**config.mk**
```make
export PLATFORM = sky130hd
export DESIGN_NAME = enum_stepper
export DESIGN_NICKNAME = d
export VERILOG_FILES = /design/src/rtl/enum_stepper.sv
export SDC_FILE = /design/constraint.sdc
export NUM_CORES = 1
export LEC_CHECK = 0
export CAP_MARGIN = 20
export CORE_AREA = 5 5 114 116
export DETAILED_ROUTE_END_ITERATION = 6
export DIE_AREA = 0 0 119 121
export PLACE_DENSITY = 0.84
export SLEW_MARGIN = 20
export SYNTH_ARGS = -nofsm -noshare
export SYNTH_HDL_FRONTEND = slang
export SYNTH_SLANG_ARGS = --single-unit
```
**constraint.sdc**
```tcl
create_clock -name clk -period 5.6 [get_ports clk]
set_clock_uncertainty 0.15 [all_clocks]
set_input_delay 0.84 -clock clk [delete_from_list [all_inputs] [get_ports clk]]
set_output_delay 0.84 -clock clk [all_outputs]
set_load 0.01 [all_outputs]
```
**src/rtl/enum_stepper.sv**
```systemverilog
// enum_stepper: steps or searches through a fixed table of enumerated values under handshake commands
module enum_stepper #(
    parameter int WIDTH = 60,
    parameter int COUNT = 3,
    parameter logic [COUNT*WIDTH-1:0] VALUES = {60'h0FF, 60'h1234_4567_abcd, 60'h1},
    localparam int IDXW = ($clog2(COUNT) > 1) ? $clog2(COUNT) : 1
) (
    input  logic             clk,
    input  logic             rst_n,
    input  logic             cmd_valid,
    output logic             cmd_ready,
    input  logic [1:0]       cmd_op,
    input  logic [WIDTH-1:0] cmd_arg,
    output logic [WIDTH-1:0] value,
    output logic [IDXW-1:0]  index,
    output logic             known,
    output logic             rsp_valid,
    output logic             rsp_ok
);
    typedef enum logic [1:0] {IDLE, SEARCH, STEP, RESP} state_t;
    localparam logic [1:0] OP_LOAD  = 2'b00;
    localparam logic [1:0] OP_NEXT  = 2'b01;
    localparam logic [1:0] OP_PREV  = 2'b10;
    localparam logic [1:0] OP_FORCE = 2'b11;
    localparam logic [IDXW-1:0] LAST = IDXW'(COUNT - 1);

    state_t            state_q;
    logic [WIDTH-1:0]  value_q, arg_q;
    logic [IDXW-1:0]   idx_q, k_q, step_d;
    logic              known_q, ok_q;
    logic [1:0]        op_q;
    logic [15:0]       cnt_q, n_d;

    function automatic logic [WIDTH-1:0] entry(input logic [IDXW-1:0] i);
        return VALUES[i*WIDTH +: WIDTH];
    endfunction

    assign cmd_ready = (state_q == IDLE) && rst_n;
    assign rsp_valid = (state_q == RESP);
    assign rsp_ok    = ok_q;
    assign value     = value_q;
    assign index     = idx_q;
    assign known     = known_q;

    // Step count from the low 16 argument bits and the neighbouring index with wrap-around
    always_comb begin
        n_d    = 16'(cmd_arg);
        step_d = (op_q == OP_NEXT) ? ((idx_q == LAST) ? '0 : idx_q + 1'b1)
                                   : ((idx_q == '0) ? LAST : idx_q - 1'b1);
    end

    // Command FSM: accept, linear table search or n-cycle stepping, then a one-cycle response
    always_ff @(posedge clk) begin
        if (!rst_n) begin
            state_q <= IDLE;
            value_q <= entry('0);
            idx_q   <= '0;
            known_q <= 1'b1;
            ok_q    <= 1'b0;
            op_q    <= OP_LOAD;
            arg_q   <= '0;
            k_q     <= '0;
            cnt_q   <= '0;
        end else begin
            case (state_q)
                IDLE: if (cmd_valid) begin
                    op_q  <= cmd_op;
                    arg_q <= cmd_arg;
                    k_q   <= '0;
                    cnt_q <= n_d;
                    if (cmd_op == OP_LOAD || cmd_op == OP_FORCE) begin
                        state_q <= SEARCH;
                    end else if (n_d == '0 || !known_q) begin
                        ok_q    <= known_q;
                        state_q <= RESP;
                    end else begin
                        state_q <= STEP;
                    end
                end
                SEARCH: if (arg_q == entry(k_q)) begin
                    value_q <= entry(k_q);
                    idx_q   <= k_q;
                    known_q <= 1'b1;
                    ok_q    <= 1'b1;
                    state_q <= RESP;
                end else if (k_q == LAST) begin
                    if (op_q == OP_FORCE) begin
                        value_q <= arg_q;
                        idx_q   <= '0;
                        known_q <= 1'b0;
                    end
                    ok_q    <= 1'b0;
                    state_q <= RESP;
                end else begin
                    k_q <= k_q + 1'b1;
                end
                STEP: begin
                    idx_q   <= step_d;
                    value_q <= entry(step_d);
                    cnt_q   <= cnt_q - 16'd1;
                    if (cnt_q == 16'd1) begin
                        ok_q    <= 1'b1;
                        state_q <= RESP;
                    end
                end
                default: state_q <= IDLE;
            endcase
        end
    end

    // PREV is the only op that reaches STEP besides NEXT
    logic unused_ok;
    assign unused_ok = (OP_PREV == 2'b10);
endmodule

```
After elaboration in Yosys (flattened, before gate mapping)
Cells that the tools add are included.

Output and inout bits: 66. Register bits: 146. Word-level logic and storage cells: 90.

Multiply operators: 2. Add/subtract/negate cells: 4. Multiplexer cells: 34. Reductions and logical operators: 21. Shift operators: 2. Equal/unequal tests: 18.

Operators with widths (number): 180-bit by 9-bit indexed part select with 60-bit output (first input constant) (2); 60-bit two-way mux (3); 60-bit one-hot mux with 2 select lines (1); 60-bit equality test (1); 16-bit one-hot mux with 2 select lines (1); 2-bit two-way mux (14); 16-bit by 1-bit equality test with 1-bit output (second input constant) (1); 16-bit logical NOT (1); 16-bit two-way mux (1); 16-bit by 1-bit subtractor with 16-bit output (second input constant) (1); 2-bit equality test (second input constant) (6); 2-bit by 4-bit multiplier with 6-bit output (second input constant) (2); 1-bit two-way mux (10); 2-bit != test (second input constant) (5); 2-bit nonzero test (5); 3-bit AND reduction (3); 2-bit one-hot mux with 2 select lines (2); 2-bit logical NOT (3); 3-bit != test (second input constant) (2); 2-bit one-hot mux with 3 select lines (1); 6-bit AND reduction (1); 2-bit by 1-bit adder with 2-bit output (second input constant) (2); 2-bit by 1-bit equality test with 1-bit output (second input constant) (2); 2-bit AND reduction (2); other kinds (8) (9).

Longest topological paths before layout
Gate-level depths: netlist (run 1).

Depth after elaboration: 6. Gate-level depth with buffers: 11. Gate-level depth less buffers: 10.

Worst setup path before layout (run 1)
Ideal clock, no wire load.

Path type: reg2reg. Start: register k_q[1]. End: register value_q[21] (netlist: value[21]). Slack: 2.749 ns. Path buffers: 2. Data arrival time: 2.577 ns. Stages on the path, launching flop included: 11. Library setup time: 0.124 ns. Period minus slack after synthesis: 2.851 ns. Cell sequence: dfxtp_1 inv_1 ha_1 buf_4 nor4_1 o22ai_1 or4_1 or3_1 a21oi_2 buf_4 a21oi_1.

Word-level cells in the longest chain between the ends: 5.

Ends and longest elaborated chain: start, declared (line 29) `logic [IDXW-1:0] idx_q, k_q, step_d;`; start signal, assigned (line 95) `k_q <= k_q + 1'b1;`; 2-bit by 4-bit multiplier with 6-bit output (line 35) `return VALUES[i*WIDTH +: WIDTH];`; 180-bit by 9-bit indexed part select with 60-bit output (line 35); 60-bit equality test (line 80) `SEARCH: if (arg_q == entry(k_q)) begin`; 3-bit != test (no line) / 60-bit two-way mux (equally long branches); 3-bit AND reduction (no line) / 60-bit one-hot mux with 2 select lines (equally long branches); end signal, assigned (line 81) `value_q <= entry(k_q);`; end signal, assigned (line 88) `value_q <= arg_q;`; end signal, assigned (line 99) `value_q <= entry(step_d);`; end, declared (line 28) `logic [WIDTH-1:0] value_q, arg_q;`.

Parallel ways exist; a longest one is shown, timed or not. A chain may end at the register's enable or synchronous reset.

Worst setup path after layout (run 1)
Start: register k_q[0]. End: register value_q[17] (netlist: value[17]).

Same word-level chain as after synthesis.

==> impl_metrics.tcl, run 1 <==
set metrics [dict create \
    seqCellArea_um2 2920 \
    r2r_setup_slack_ns 2.02 \
    total_power_mw 3.94 \
    tritoncts "yes" \
    irDropWorstVdd_mv 0.304 \
    preCtsSetupSlack_ns 2.15 \
    wl_met2_um 8710 \
    cts-buffers-inserted 17 \
    crit_path_start "k_q[0]$_SDFFE_PN0P_" \
    cpMaxStageDelayCell "a21oi_2" \
    synth_ff_type "dfxtp_1" \
    diodes 0 \
    clockBufferDepth 2 \
    finalWorstSetupSlack_ns 2.02 \
    final_core_util_pct 69.9 \
    drc_errors 0 \
    die_x_um 119 \
    postCtsSetupBuffers 0 \
    coreArea_um2 11800 \
    numClockSinks 146 \
    nets 948 \
    cts_hold_buf 0 \
    drtIter0Drc 586 \
    grt_pass1_vias 6207 \
    end_kind "register" \
    hold_violations 0 \
    clk-insertion-delay-late_ns 0.43 \
    grt_overflow 0 \
    seqPwrFrac_pct 35.4 \
    powerDensity_nw_per_um2 477 \
    clk_pin_slew_ns 0.06 \
    ios 131 \
    min_period_ns 3.58 \
    synth_largest_area_cell "dfxtp_1" \
    area_delta_synth_final_pct 29.9 \
    gp_congestion 0.906 \
    synth.area.top_cells "dfxtp_1, nand2_1, a21oi_1, a32o_1, o31ai_1" \
    cts_resized 0 \
    synth-edff-count 0 \
    synth_commonest_cells "nand2_1, dfxtp_1, a21oi_1, clkbuf_1, a32o_1" \
    ys_seq_area_share_pct 46.0 \
    p_sw_share_pct 38.7 \
    highest_layer "met4" \
    run_status "completed" \
    fin_cells 1028 \
    hold_ws_ns 0.315 \
    final_max_slew_viol_count 0 \
    synth_top_area_share_pct 46.0 \
    required_ns 5.72 \
    finalSetupViolCount 0 \
    firstDrtPassIters 7 \
    track_usage_pct 25.8 \
    wl_met3_um 1840 \
    combPwrFrac_pct 37.1 \
    avgSynthCellArea_um2 8.29 \
    rr_worst_depth 8 \
    placed_cell_area_um2 7670 \
    nFillCells 923 \
    dp_hpwl_um 12400 \
    r2r_end "value[17]$_SDFFE_PN0P_" \
    crit_path_end "value[17]$_SDFFE_PN0P_" \
    crit_type "register to register" \
    rsz0062_at_grt "no" \
    fin_crit_sh_pct 64.0 \
    netlist_area_um2 6350 \
    worst-path-max-fanout 18 \
    maxClockFrequency_ghz 0.279 \
    crit_path_start_kind "register" \
    yosysWarnings 0 \
    switchingPower_mw 1.52 \
    portBuffers 130 \
    wl_per_cell_um 18.4 \
    fin_area_um2 8250 \
    p_leak_nw 3.09 \
    htreeDepth 4 \
    drive_above_1_share_pct 6.13 \
    vias_per_cell 6.14 \
    clock_power_share_pct 27.6 \
    worst_slew_pin_slew_ns 0.971 \
    intPower_mw 2.41 \
    antenna_found_initial 0 \
    arrival_ns 3.70 \
    synthArstFlopShare_pct 0 \
    grt_max_degree 81 \
    synth-seq-cells 146 \
    multi_input_area_um2 3150 \
    cp_top_family "simple AND/OR/NAND/NOR gates" \
    vias 6312 \
    syn_nets 846 \
    placedCellCount 996 \
    die_h_um 121 \
    routedLengthMet1_um 7870 \
    start_util_pct 53.8 \
    ys_types 55 \
    slew_headroom_pct 35.3 \
    holdCritPathClass "register to register" \
    cpPeakStageDelay_ns 0.73 \
    synth_most_common_cell "nand2_1" \
    cp.depth 8 \
    r2r-start "k_q[0]$_SDFFE_PN0P_" \
    ant_nets 0 \
    totalWireLength_um 19000 \
    netlist_instances 766 \
    critPathBufInv 1 \
    grt_pass1_wl_um 30200 \
    clock-root-buffer "clkbuf_16" \
    crit_chain "inv_1 -> ha_1 -> nor4_1 -> o22ai_1 -> or4_1 -> or3_1 -> a21oi_2 -> a21oi_1" \
    fin_tns_setup_ns 0 \
    dieArea_um2 14400 \
    rows 40 \
    drv_cap 0 \
]
-- cells in the final DEF (no fill, tap or decap), types with 4 or more instances in the layout --
master and count:
a32o_1 34, o21ai_0 22, o31ai_1 27, a21oi_1 117, mux2i_1 7, a31oi_1 5
inv_1 15, nand4_1 8, nor4_1 21, o21a_1 6, buf_4 9, or4_1 5
clkdlybuf4s50_1 129, nor3_1 13, o2bb2ai_1 4, clkinv_4 4, clkbuf_16 17, nand2_1 180
dfxtp_1 146, ha_1 15, nor2_1 25, nand3_1 9
-- kinds of logic (layout without fill, tap and decap cells) --
| group | count (synthesis) | after routing | share of synthesized area (%) |
|---|---|---|---|
| xor+xnor | 2 | 2 | 0.276 |
| compound gates | 242 | 242 | 24.7 |
| mux | 7 | 7 | 1.10 |
| flops | 146 | 146 | 46.0 |
| fa+ha+maj | 15 | 15 | 2.95 |
| buf+inv | 72 | 187 | 4.98 |
| simple gates | 282 | 282 | 20.0 |
-- state kept, by name (all words and copies together) (netlist names) --
signal and cells:
known 1, cnt_q 16, rsp_ok 1, op_q 2, arg_q 60, k_q 2, state_q 2, index 2
value 60
-- tightest hold or removal path, stage by stage, from the launching register on --
cell	delay (ns)
dfxtp_1	0.31
nand2_1	0.05
mux2i_1	0.05
-- worst min-delay path by stage --
stage                                start                endpoint  slack [ns]  depth (start not counted)
detailed placement     rsp_ok$_SDFFE_PN0P_     rsp_ok$_SDFFE_PN0P_        0.31                          2
global placement       rsp_ok$_SDFFE_PN0P_     rsp_ok$_SDFFE_PN0P_        0.31                          2
CTS                    rsp_ok$_SDFFE_PN0P_     rsp_ok$_SDFFE_PN0P_        0.32                          2
floorplan           arg_q[28]$_SDFFE_PN0P_  arg_q[28]$_SDFFE_PN0P_        0.30                          2
global route           rsp_ok$_SDFFE_PN0P_     rsp_ok$_SDFFE_PN0P_        0.34                          2
finish                 rsp_ok$_SDFFE_PN0P_     rsp_ok$_SDFFE_PN0P_        0.32                          2
-- area by class of cell --
cell class | instances | area share, %
Sequential cell | 146 | 35.4
Clock inverter | 11 | 1.26
Timing Repair Buffer | 139 | 16.5
Clock buffer | 21 | 5.70
Tap cell | 147 | 2.23
Multi-Input combinational cell | 548 | 38.2
Inverter | 16 | 0.728
-- metal layers --
layer	vias up	GRT usage, %
met5	-	0
met4	0	12.5
met3	61	6.99
met2	336	41.2
met1	2940	32.2
li1	2975	-
-- power by group through the flow --
stage,registers (mW),logic (mW),clock network [mW]
after floorplan,1.39,0.963,0
after global placement,1.39,1.36,0
after detailed placement,1.40,1.42,0
after CTS,1.39,1.43,1.09
after global routing,1.41,1.60,1.14
final,1.39,1.46,1.09
No activity file was read; power rests on OpenSTA's default activity.
==> inputs of run 2 (changes only) <==
--- a/config.mk
+++ b/config.mk
@@ -6,10 +6,10 @@
 export NUM_CORES = 1
 export LEC_CHECK = 0
 export CAP_MARGIN = 20
-export CORE_AREA = 5 5 114 116
+export CORE_AREA = 5 5 118 120
 export DETAILED_ROUTE_END_ITERATION = 6
-export DIE_AREA = 0 0 119 121
-export PLACE_DENSITY = 0.84
+export DIE_AREA = 0 0 123 125
+export PLACE_DENSITY = 0.78
 export SLEW_MARGIN = 20
 export SYNTH_ARGS = -nofsm -noshare
 export SYNTH_HDL_FRONTEND = slang
==> constraint.sdc (replaced) <==
create_clock -name clk -period 3.52 [get_ports clk]
set_clock_uncertainty 0.15 [all_clocks]
set_input_delay 0.528 -clock clk [delete_from_list [all_inputs] [get_ports clk]]
set_output_delay 0.528 -clock clk [all_outputs]
set_load 0.01 [all_outputs]
==> run 2 against run 1 <==
Compared with the run above: wire length is 1.5% lower; first-iteration DRC count is 9.6% lower; clock power is 65% higher; critical path depth is 1 higher; setup slack worse by 1.7 ns; worst hold slack better by 0.0092 ns; die area is 6.8% higher; register-to-register slack worse by 1.7 ns; critical endpoint is now value[45]$_SDFFE_PN0P_.
==> impl_metrics.tcl, run 2 (synthesized netlist as in run 1, its figures left out) <==
set metrics [dict create \
    grt_pass1_wl_um 30500 \
    nFillCells 1088 \
    highest_layer "met4" \
    clk-insertion-delay-late_ns 0.42 \
    grt_overflow 0 \
    ios 131 \
    hold_violations 0 \
    fin_tns_setup_ns 0 \
    finalWorstSetupSlack_ns 0.333 \
    postCtsSetupBuffers 0 \
    die_h_um 125 \
    fin_crit_sh_pct 90.5 \
    arrival_ns 3.35 \
    worst-path-max-fanout 34 \
    ant_nets 0 \
    crit_path_start_kind "register" \
    nets 952 \
    numClockSinks 146 \
    dp_hpwl_um 12800 \
    multi_input_area_um2 3140 \
    drtIter0Drc 530 \
    clockBufferDepth 2 \
    dieArea_um2 15400 \
    totalWireLength_um 18700 \
    htreeDepth 4 \
    cts-buffers-inserted 17 \
    r2r_end "value[45]$_SDFFE_PN0P_" \
    fin_cells 1061 \
    clock-root-buffer "clkbuf_16" \
    area_delta_synth_final_pct 31.3 \
    run_status "completed" \
    rsz0062_at_grt "no" \
    required_ns 3.68 \
    r2r-start "k_q[1]$_SDFFE_PN0P_" \
    layout_common_cells "nand2_1, dfxtp_1, clkdlybuf4s50_1" \
    seqCellArea_um2 2920 \
    rows 42 \
    hold_depth 2 \
    cts_resized 0 \
    hold_ws_ns 0.324 \
    drv_cap 0 \
    crit_type "register to register" \
    rr_worst_depth 9 \
    grt_max_degree 80 \
    diodes 0 \
    slew_headroom_pct 42.6 \
    end_kind "register" \
    coreArea_um2 12900 \
    irDropWorstVdd_mv 0.410 \
    placed_cell_area_um2 7730 \
    drc_errors 0 \
    routedLengthMet1_um 8020 \
    p_leak_nw 3.12 \
    track_usage_pct 24.5 \
    wl_met3_um 1650 \
    crit_path_start "k_q[1]$_SDFFE_PN0P_" \
    preCtsSetupSlack_ns 0.406 \
    wl_per_cell_um 17.6 \
    grt_pass1_vias 6069 \
    cts_hold_buf 0 \
    final_max_slew_viol_count 0 \
    tritoncts "yes" \
    antenna_found_initial 0 \
    holdCritPathClass "register to register" \
    wl_met2_um 8640 \
    crit_path_end "value[45]$_SDFFE_PN0P_" \
    worst_slew_pin_slew_ns 0.860 \
    layout_commonest_cell "nand2_1" \
    firstDrtPassIters 5 \
    start_util_pct 49.3 \
    r2r_setup_slack_ns 0.33 \
    vias_per_cell 5.93 \
    final_core_util_pct 64.8 \
    finalSetupViolCount 0 \
    gp_congestion 0.883 \
    placedCellCount 1029 \
    vias 6293 \
    drive_above_1_share_pct 6.67 \
    fin_area_um2 8340 \
    powerDensity_nw_per_um2 761 \
    min_period_ns 3.19 \
    total_power_mw 6.34 \
    maxClockFrequency_ghz 0.314 \
    portBuffers 130 \
    die_x_um 123 \
    clk_pin_slew_ns 0.06 \
]
run 2: changes by cell type in the layout (fill, tap and decap cells not counted), sizes merged:
| cell | previous run | this run |
|---|---|---|
| buf | 10 | 14 |
| clkinv | 7 | 6 |
| clkbuf | 21 | 20 |
| inv | 17 | 18 |
| bufinv | 1 | 2 |
run 2: how the worst min path moves through the flow:
| stage | start | endpoint | slack, ns |
|---|---|---|---|
| floorplan | arg_q[28]$_SDFFE_PN0P_ | arg_q[28]$_SDFFE_PN0P_ | 0.30 |
| global placement | rsp_ok$_SDFFE_PN0P_ | rsp_ok$_SDFFE_PN0P_ | 0.30 |
| detailed placement | rsp_ok$_SDFFE_PN0P_ | rsp_ok$_SDFFE_PN0P_ | 0.31 |
| CTS | rsp_ok$_SDFFE_PN0P_ | rsp_ok$_SDFFE_PN0P_ | 0.32 |
| global route | arg_q[13]$_SDFFE_PN0P_ | arg_q[13]$_SDFFE_PN0P_ | 0.35 |
| finish | rsp_ok$_SDFFE_PN0P_ | rsp_ok$_SDFFE_PN0P_ | 0.32 |
run 2: cell type report:
type	count	area share [%]
clock buffer	20	5.60
clock inverter	12	1.56
inverter	16	0.720
multi-input combinational	548	37.7
sequential	146	35.1
tap	176	2.64
timing repair buffer	143	16.7
run 2: worst max-delay path: stages (launching register included):
cell and delay, ns:
dfxtp_1 0.34, inv_1 0.11, ha_1 0.36, and4_1 0.25
o22ai_1 0.16, or4_1 0.62, nor3_1 0.49, nor4_4 0.08
buf_4 0.27, a32o_1 0.25
run 2: per-layer routing:
| layer | vias to the layer above | global-route usage [%] |
|---|---|---|
| met5 | - | 0 |
| met3 | 35 | 7.00 |
| met4 | 0 | 8.34 |
| met2 | 284 | 39.1 |
| met1 | 3000 | 31.6 |
| li1 | 2974 | - |
run 2: report_power, final:
| part | internal (mW) | total (mW) | switching [mW] |
|---|---|---|---|
| clock | 1.10 | 1.80 | 0.700 |
| combinational | 0.889 | 2.34 | 1.45 |
| sequential | 1.95 | 2.20 | 0.253 |
